**src/rtl/regfile_wb_ctrl.sv**
```systemverilog
// regfile_wb_ctrl
//   Writeback controller between the execute/memory producers and a 16x16
//   register file. Results are queued in a small FIFO and written through
//   register file port A, which is shared with decode's source-A read.
//   Decode is stalled on RAW hazards against queued results and whenever
//   port A is taken for a write.
//
//   Optional build macro: WB_BYPASS_EN
//     Defined: queued results are forwarded to decode (youngest match wins)
//     and RAW matches no longer stall decode.
//
// Ports
//   clk, reset                  clock (rising edge), async active-high reset
//   alu_valid/dest/data/ready   ALU result enqueue handshake
//   mem_valid/dest/data/ready   load result enqueue handshake (priority)
//   dec_rd_req, dec_a/b_index   decode read request and source registers
//   dec_stall, dec_a/b_data     decode hold and operand data
//   rf_reg_write, rf_a_index,
//   rf_b_index, rf_write_data   register file control
//   rf_a_data, rf_b_data        register file read data
//   wb_pending                  FIFO occupancy
module regfile_wb_ctrl #(
  parameter int WIDTH      = 16,
  parameter int REG_BITS   = 4,
  parameter int DEPTH      = 4,
  parameter int STARVE_MAX = 8
) (
  input  logic                    clk,
  input  logic                    reset,
  input  logic                    alu_valid,
  input  logic [REG_BITS-1:0]     alu_dest,
  input  logic [WIDTH-1:0]        alu_data,
  output logic                    alu_ready,
  input  logic                    mem_valid,
  input  logic [REG_BITS-1:0]     mem_dest,
  input  logic [WIDTH-1:0]        mem_data,
  output logic                    mem_ready,
  input  logic                    dec_rd_req,
  input  logic [REG_BITS-1:0]     dec_a_index,
  input  logic [REG_BITS-1:0]     dec_b_index,
  output logic                    dec_stall,
  output logic [WIDTH-1:0]        dec_a_data,
  output logic [WIDTH-1:0]        dec_b_data,
  output logic                    rf_reg_write,
  output logic [REG_BITS-1:0]     rf_a_index,
  output logic [REG_BITS-1:0]     rf_b_index,
  output logic [WIDTH-1:0]        rf_write_data,
  input  logic [WIDTH-1:0]        rf_a_data,
  input  logic [WIDTH-1:0]        rf_b_data,
  output logic [$clog2(DEPTH):0]  wb_pending
);

  localparam int PTR_W = $clog2(DEPTH);
  localparam int CNT_W = PTR_W + 1;
  localparam int STV_W = $clog2(STARVE_MAX + 1);

  logic [REG_BITS-1:0] dest_q [DEPTH];
  logic [WIDTH-1:0]    data_q [DEPTH];
  logic [PTR_W-1:0]    wr_ptr, rd_ptr;
  logic [CNT_W-1:0]    count;
  logic [STV_W-1:0]    starve;

  logic                full, nonempty, raw_match, hazard, write_now;
  logic                enq_fire, push, pop;
  logic [REG_BITS-1:0] enq_dest;
  logic [WIDTH-1:0]    enq_data;
  logic                byp_a_hit, byp_b_hit;
  logic [WIDTH-1:0]    byp_a_data, byp_b_data;

  assign full     = (count == CNT_W'(DEPTH));
  assign nonempty = (count != '0);

  // Walk the queue oldest to youngest so the last hit is the youngest entry.
  always_comb begin
    logic [PTR_W-1:0] idx;
    raw_match  = 1'b0;
    byp_a_hit  = 1'b0;
    byp_b_hit  = 1'b0;
    byp_a_data = '0;
    byp_b_data = '0;
    idx        = '0;
    for (int k = 0; k < DEPTH; k++) begin
      idx = rd_ptr + PTR_W'(k);
      if (CNT_W'(k) < count) begin
        if (dec_a_index != '0 && dest_q[idx] == dec_a_index) begin
          raw_match  = 1'b1;
          byp_a_hit  = 1'b1;
          byp_a_data = data_q[idx];
        end
        if (dec_b_index != '0 && dest_q[idx] == dec_b_index) begin
          raw_match  = 1'b1;
          byp_b_hit  = 1'b1;
          byp_b_data = data_q[idx];
        end
      end
    end
  end

`ifdef WB_BYPASS_EN
  assign hazard     = 1'b0;
  assign dec_a_data = byp_a_hit ? byp_a_data : rf_a_data;
  assign dec_b_data = byp_b_hit ? byp_b_data : rf_b_data;
`else
  assign hazard     = dec_rd_req & raw_match;
  assign dec_a_data = rf_a_data;
  assign dec_b_data = rf_b_data;
`endif

  assign write_now = nonempty &
                     (~dec_rd_req | hazard | full | (starve == STV_W'(STARVE_MAX)));
  assign dec_stall = dec_rd_req & (write_now | hazard);

  assign rf_reg_write  = write_now;
  assign rf_a_index    = write_now ? dest_q[rd_ptr] : dec_a_index;
  assign rf_b_index    = dec_b_index;
  assign rf_write_data = data_q[rd_ptr];

  // Ready is based on the registered count, so a same-cycle pop never frees a slot.
  assign mem_ready = ~full;
  assign alu_ready = ~full & ~mem_valid;
  assign enq_fire  = (mem_valid & mem_ready) | (alu_valid & alu_ready);
  assign enq_dest  = mem_valid ? mem_dest : alu_dest;
  assign enq_data  = mem_valid ? mem_data : alu_data;
  // Writes to register 0 complete the handshake but are dropped.
  assign push      = enq_fire & (enq_dest != '0);
  assign pop       = write_now;

  assign wb_pending = count;

  always_ff @(posedge clk or posedge reset) begin
    if (reset) begin
      wr_ptr <= '0;
      rd_ptr <= '0;
      count  <= '0;
      starve <= '0;
    end else begin
      if (push) begin
        dest_q[wr_ptr] <= enq_dest;
        data_q[wr_ptr] <= enq_data;
        wr_ptr         <= wr_ptr + 1'b1;
      end
      if (pop) rd_ptr <= rd_ptr + 1'b1;
      case ({push, pop})
        2'b10:   count <= count + 1'b1;
        2'b01:   count <= count - 1'b1;
        default: count <= count;
      endcase
      if (!nonempty || write_now) starve <= '0;
      else                        starve <= starve + 1'b1;
    end
  end

endmodule
```
**config.mk**
```make
export PLATFORM = sky130hd
export DESIGN_NAME = regfile_wb_ctrl
export DESIGN_NICKNAME = d
export VERILOG_FILES = /design/src/rtl/regfile_wb_ctrl.sv
export SDC_FILE = /design/constraint.sdc
export NUM_CORES = 1
export LEC_CHECK = 0
export BUFFER_PORTS_ARGS = -buffer_cell sky130_fd_sc_hd__buf_2
export CORE_MARGIN = 1.5
export CORE_UTILIZATION = 53
export CTS_CLUSTER_DIAMETER = 50
export DETAILED_ROUTE_END_ITERATION = 8
export GPL_TIMING_DRIVEN = 1
export PLACE_DENSITY = 0.83
export RECOVER_POWER = 50
export SYNTH_ARGS = -nofsm -noshare
export SYNTH_HDL_FRONTEND = slang
export SYNTH_SLANG_ARGS = --single-unit
```
**constraint.sdc**
```tcl
create_clock -name clk -period 3.7 [get_ports clk]
set_clock_uncertainty 0.2 [all_clocks]
set_input_delay 0.37 -clock clk [delete_from_list [all_inputs] [get_ports clk]]
set_output_delay 0.37 -clock clk [all_outputs]
set_load 0.005 [all_outputs]
```
Yosys cells after proc, flatten, opt, wreduce, memory -nomap -nowiden
Memories as Yosys holds them, arrays and structs flattened.
Index checks and enable logic that the tools add are counted.

word-level totals
  bits in latches = 0
  logic and storage cells = 80
  ROM bits = 0
  output and inout port bits = 63
  memories kept = 2
  input port bits = 85
  bits in registers = 11
  bits in writable memories = 80

operators by class
  divide/modulo/power cells = 0
  shift-type cells = 0
  bitwise logic cells = 15
  multiply operators = 0
  reductions and logical operators = 17
  multiplexer cells = 19
  add/sub/neg operators = 7
  equal/unequal tests = 12
  $lt $le $gt $ge = 4

memories
  memory  depth  width  rd ports  clocked after Yosys merged registers in  write ports  RTL line  RTL
  data_q  4      16     1         0                                        1            58        logic [WIDTH-1:0] data_q [DEPTH];
  dest_q  4      4      4         0                                        1            57        logic [REG_BITS-1:0] dest_q [DEPTH];

operators by type and width
  cell                                                  count
  equality test 4 bit                                   8
  two-way mux 16 bit                                    1
  two-way mux 1 bit                                     14
  two-way mux 4 bit                                     3
  nonzero test 4 bit                                    3
  logical AND 1 bit                                     9
  AND 1 bit                                             7
  < comparator 1 x 3 -> 1 bit (first input constant)    2
  < comparator 2 x 3 -> 1 bit (first input constant)    2
  case mux 3 bit (2 select lines)                       1
  OR 1 bit                                              5
  adder 2 x 1 -> 2 bit (second input constant)          2
  adder 2 bit (second input constant)                   2
  adder 4 x 1 -> 4 bit (second input constant)          1
  equality test 4 bit (second input constant)           1
  adder 3 x 1 -> 3 bit (second input constant)          1
  equality test 3 bit (second input constant)           1
  inverter 1 bit                                        3
  nonzero test 3 bit                                    1
  subtractor 3 x 1 -> 3 bit (second input constant)     1
  equality test 2 x 1 -> 1 bit (second input constant)  1
  equality test 2 bit (second input constant)           1
  zero test 1 bit                                       2
  nonzero test 2 bit                                    1
  logical OR 1 bit                                      1

Longest topological paths before layout
An unclocked memory read counts as a cell.

  depth in word-level cells = 22
  gate-level depth with buffers = 14
  gate-level depth less buffers = 11

Worst setup path before layout
No wires, ideal clock.

  path type = register to register
  start point = reg rd_ptr[0]
  end point = reg count[2] (netlist: wb_pending[2])
  data arrival time = 3100 ps
  clock period less this slack = 3430 ps
  required time = 3370 ps
  setup time = 130 ps
  setup slack = 270 ps
  stages on the path, launching flop included = 14
  path buffers = 2
  cells stage by stage = dfrtp_1 -> buf_4 -> mux4_2 -> xnor2_1 -> and3_1 -> o211a_1 -> a311oi_2 -> or2_1 -> clkbuf_1 -> a31oi_1 -> ha_1 -> mux2i_1 -> nor2_1 -> xor2_1

on the way
  word-level cells in the longest chain between the ends = 22
  elaborated cells on any way between the ends = 41
  classes of those cells = add/sub: 3; eq/ne: 10; mux: 13; bitwise: 5; reduce/logical: 9; memory: 1

RTL lines
  item                                                                          RTL line  RTL
  start, declared                                                               59        logic [PTR_W-1:0] wr_ptr, rd_ptr;
  start signal, assigned                                                        142       if (pop) rd_ptr <= rd_ptr + 1'b1;
  memory (4 x 4 bit) (*)                                                        n/a
  equality test 4 bit                                                           85        if (dec_a_index != '0 && dest_q[idx] == dec_a_index) begin
  logical AND 1 bit                                                             85
  two-way mux 1 bit                                                             85
  two-way mux 1 bit                                                             90        if (dec_b_index != '0 && dest_q[idx] == dec_b_index) begin
  two-way mux 1 bit                                                             84        if (CNT_W'(k) < count) begin
  two-way mux 1 bit                                                             85
  two-way mux 1 bit                                                             90
  [... 5 more ...]                                                              n/a
  two-way mux 1 bit                                                             90
  two-way mux 1 bit (*)                                                         84
  AND 1 bit (*)                                                                 104       assign hazard = dec_rd_req & raw_match;
  OR 1 bit (*) (3 in a row)                                                     110       (~dec_rd_req | hazard | full | (starve == STV_W'(STARVE_MAX)));
  AND 1 bit (*)                                                                 109       assign write_now = nonempty &
  via rf_reg_write                                                              44        output logic rf_reg_write,
  equality test 2 x 1 -> 1 bit / equality test 2 bit (equally long branches)    143       case ({push, pop})
  case mux 3 bit (2 select lines) / nonzero test 2 bit (equally long branches)  n/a
  end signal, assigned                                                          144       2'b10: count <= count + 1'b1;
  end signal, assigned                                                          145       2'b01: count <= count - 1'b1;
  end signal, assigned                                                          146       default: count <= count;
  end, declared                                                                 60        logic [CNT_W-1:0] count;

Mark *: on every way through the listed nets, which the timed path passes. The rest lies on a longest branch.
A chain may end at the register's enable or synchronous reset.

Final worst setup path
  start point = reg rd_ptr[0]
  end point = out rf_a_index[1]

on the way
  word-level cells in the longest chain between the ends = 21
  elaborated cells on any way between the ends = 38
  classes of those cells = add/sub: 3; eq/ne: 8; mux: 13; bitwise: 5; reduce/logical: 8; memory: 1

RTL lines
  item                    RTL line  RTL
  memory (4 x 4 bit) (*)  n/a
  equality test 4 bit     85
  logical AND 1 bit       85
  two-way mux 1 bit       85
  two-way mux 1 bit       90
  two-way mux 1 bit       84
  two-way mux 1 bit       85
  two-way mux 1 bit       90
  [... 3 more ...]        n/a
  two-way mux 1 bit       84
  two-way mux 1 bit       85
  two-way mux 1 bit       90
  two-way mux 1 bit       84
  AND 1 bit               104
  OR 1 bit (3 in a row)   110
  AND 1 bit               109
  two-way mux 4 bit (*)   114       assign rf_a_index = write_now ? dest_q[rd_ptr] : dec_a_index;
  end, declared           45        output logic [REG_BITS-1:0] rf_a_index,

Mark *: on every way between the ends. The rest lies on a longest branch, timed or not.

==> impl_metrics.toml <==
[cells_and_area]
layout-drive-gt1-share_pct = 35.9
ff_latch_area_um2 = 2680
final_cells = 565
multiInputGateArea_um2 = 2150
syn_to_final_growth_pct = 11.2
final_util_pct = 60.1
fillers = 759
fin_nets = 523
diodes = 0

[power_and_ir_drop]
p_seq_share_pct = 32.4
vdd.ir_drop.worst_uv = 425
p_total_mw = 4.46
comb_power_share_pct = 51.0
power_switching_mw = 1.64
pwr-share-clk_pct = 16.5
p_int_mw = 2.81
p_leak_nw = 2.18
switching_share_pct = 36.9
p_per_area_nw_per_um2 = 765

[synth]
synthTopCellsByArea = "edfxtp_1 (46%), mux4_2 (13%), buf_4 (5.3%)"
ys.flop_type = "edfxtp_1"
synth-seq-area-share_pct = 51.1
syn_nets = 469
synth-seq-cells = 91
synth_top_area_share_pct = 45.9
yosysUniqueCellTypes = 53
ys_warn_count = 0
synth.most_common_cell = "edfxtp_1"
synth_enable_flop_cells = 80
netlist_area_um2 = 5240
synth_common_cells = "edfxtp_1 (80), buf_4 (37), mux4_2 (31), mux2_2 (23), xnor2_1 (23)"
yosys.area.top_type = "edfxtp_1"
synthArstFlopShare_pct = 12.1
avgSynthCellArea_um2 = 14.0
syn_inst = 373

[worst_hold_path]
hold_class = "in -> reg"

[routing]
route.detailed.drc = 0
num_vias = 3281
drtPass1Iterations = 4
dr.first_iter.drc_count = 156
drtAntennaViolNets = 0
routed_wl_um = 11100
detail_route.wl_per_cell_um = 19.6
via_per_inst = 5.81

[clocking]
cts.sinks = 91
cts_buffers = 9
insertion_delay_ns = 0.36
clk_pin_slew_worst_paths_ns = 0.10
clockBufferDepth = 2
cts_tree = "yes"
cts_htree_levels = 3
root_buffer = "clkbuf_8"

[floorplan]
dieArea_um2 = 10500
dieWidth_um = 102
die_y_um = 102
placeableCoreArea_um2 = 9680
ios = 148
rows = 36
start_util_pct = 54.1

[global_route]
antenna_found_initial = 0
grt-ovfl-total = 0
grtUsageTotal_pct = 21.8
grt_pass1_wl_um = 16700
grt_max_degree = 21
grt_pass1_vias = 3262

[timing]
grt_setup_unrepaired = "true"
maxSlewHeadroom_pct = 19.1
finalCriticalPeriod_ns = 3.63
fmax_mhz = 275
hold_viol = 0
setup_viol = 0
holdWs_ns = 0.156
drv_slew = 0
finalCritPeriodShare_pct = 98.2
tightest_slew_ns = 1.21

[place]
io_buffers = 83
place.gp.congestion = 0.841
numPlacedInstances = 544
place_hpwl_um = 7840

[worst_setup_path]
required_ns = 3.13
crit_chain = "buf_12, mux4_2, or3_1, a211oi_1, o211ai_1, a32o_2, and3_1, a211o_1, buf_2"
startpoint_type = "flop"
cp_max_fo = 16
critPathMaxStageDelay_ns = 0.44
path_class = "reg -> out"
critPathArrivalTime_ns = 3.06
cp-end-kind = "primary output"
cp_slowest_cell = "dfrtp_2"

[run_status]
outcome = "completed"

[job]
cap_violations = 0
## metrics by stage
| stage | instance area (um^2) | worst slack (ns) | setup TNS, ns |
|---|---|---|---|
| floorplan | 5240 | 0.270 | 0 |
| global placement | 5550 | 0.470 | 0 |
| detailed placement | 5550 | 0.332 | 0 |
| CTS | 5780 | 0.0325 | 0 |
| global route | 5820 | -0.0758 | -0.109 |
| finish | 5820 | 0.0656 | 0 |
## registers in the layout (all words and copies together) (netlist names)
signal / count
data_q: 64
dest_q: 16
rd_ptr: 2
starve: 4
wb_pending: 3
wr_ptr: 2
## logic make-up (layout without fill, tap and decap cells)
family	count (synthesis)	after routing	share of synthesized area (%)
mux	62	62	19.8
flops	91	91	51.1
simple gates	57	57	5.42
fa+ha+maj	11	11	2.63
compound gates	50	50	7.65
xor+xnor	30	30	5.02
buf+inv	72	131	8.34
## area by class of cell
| class | count | share of cell area, % |
|---|---|---|
| inverters | 14 | 0.903 |
| multi-input cells | 210 | 36.9 |
| repair buffers | 101 | 9.56 |
| well taps | 133 | 2.86 |
| flip-flops and latches | 91 | 46.0 |
| clock buffers | 9 | 2.13 |
| clock inverters | 7 | 1.68 |
## per-layer routing
metal / part of all wire (%) / GRT usage [%] / vias to the layer above
met1: 41 / 26.5 / 1628
met3: 5.2 / 3.69 / 41
met2: 50 / 37.6 / 119
met4: 3.4 / 11.1 / 0
li1: - / - / 1493
met5: 0 / 0 / -
## power groups by stage
stage	clock [mW]	combinational, mW	sequential (mW)
after floorplan	0	1.66	1.41
after global placement	0	2.15	1.45
after detailed placement	0	2.22	1.47
after CTS	0.747	2.23	1.45
after global routing	0.781	2.48	1.47
final	0.736	2.27	1.45
## repair_timing
item | CTS | global route
endpoints found under the setup margin | 0 | 3
hold endpoints to repair | 11 | 0
setup buffers | 0 | 4
hold buffers | 1 | 0
resized for setup | 0 | 4
## critical path: cells and delay by family (launching register included)
family          cells  cell delay (ns)
compound gates      4             1.00
simple gates        2             0.58
flops               1             0.44
mux                 1             0.37
buf+inv             2             0.31
## worst paths after layout
path	end	cells past startpoint	startpoint	slack, ns
worst max-delay path	rf_a_index[1]	9	rd_ptr[0]	0.07
worst min-delay path	data_q[3][12]	2	alu_data[12]	0.16
worst max register to register	wb_pending[2]	12	rd_ptr[0]	0.29
worst min register to register	starve[0]	1	starve[0]	0.31
max in group asynchronous	rd_ptr[0]	3	reset	2.59
min in group asynchronous	starve[3]	3	reset	0.36
## layout by cell type, fill, tap and decap left out, types with 5 or more instances in the layout
cell / count
edfxtp_1: 80
buf_2: 79
mux4_2: 31
xnor2_1: 23
mux2_1: 20
nand2_1: 16
buf_4: 15
inv_1: 14
ha_1: 11
nor2_1: 10
dfrtp_1: 10
clkbuf_8: 9
mux2i_1: 8
xor2_1: 7
nor3_1: 7
and2_1: 7
o211ai_1: 5
clkbuf_1: 5
Note: power is estimated with default switching activity, not from simulation.
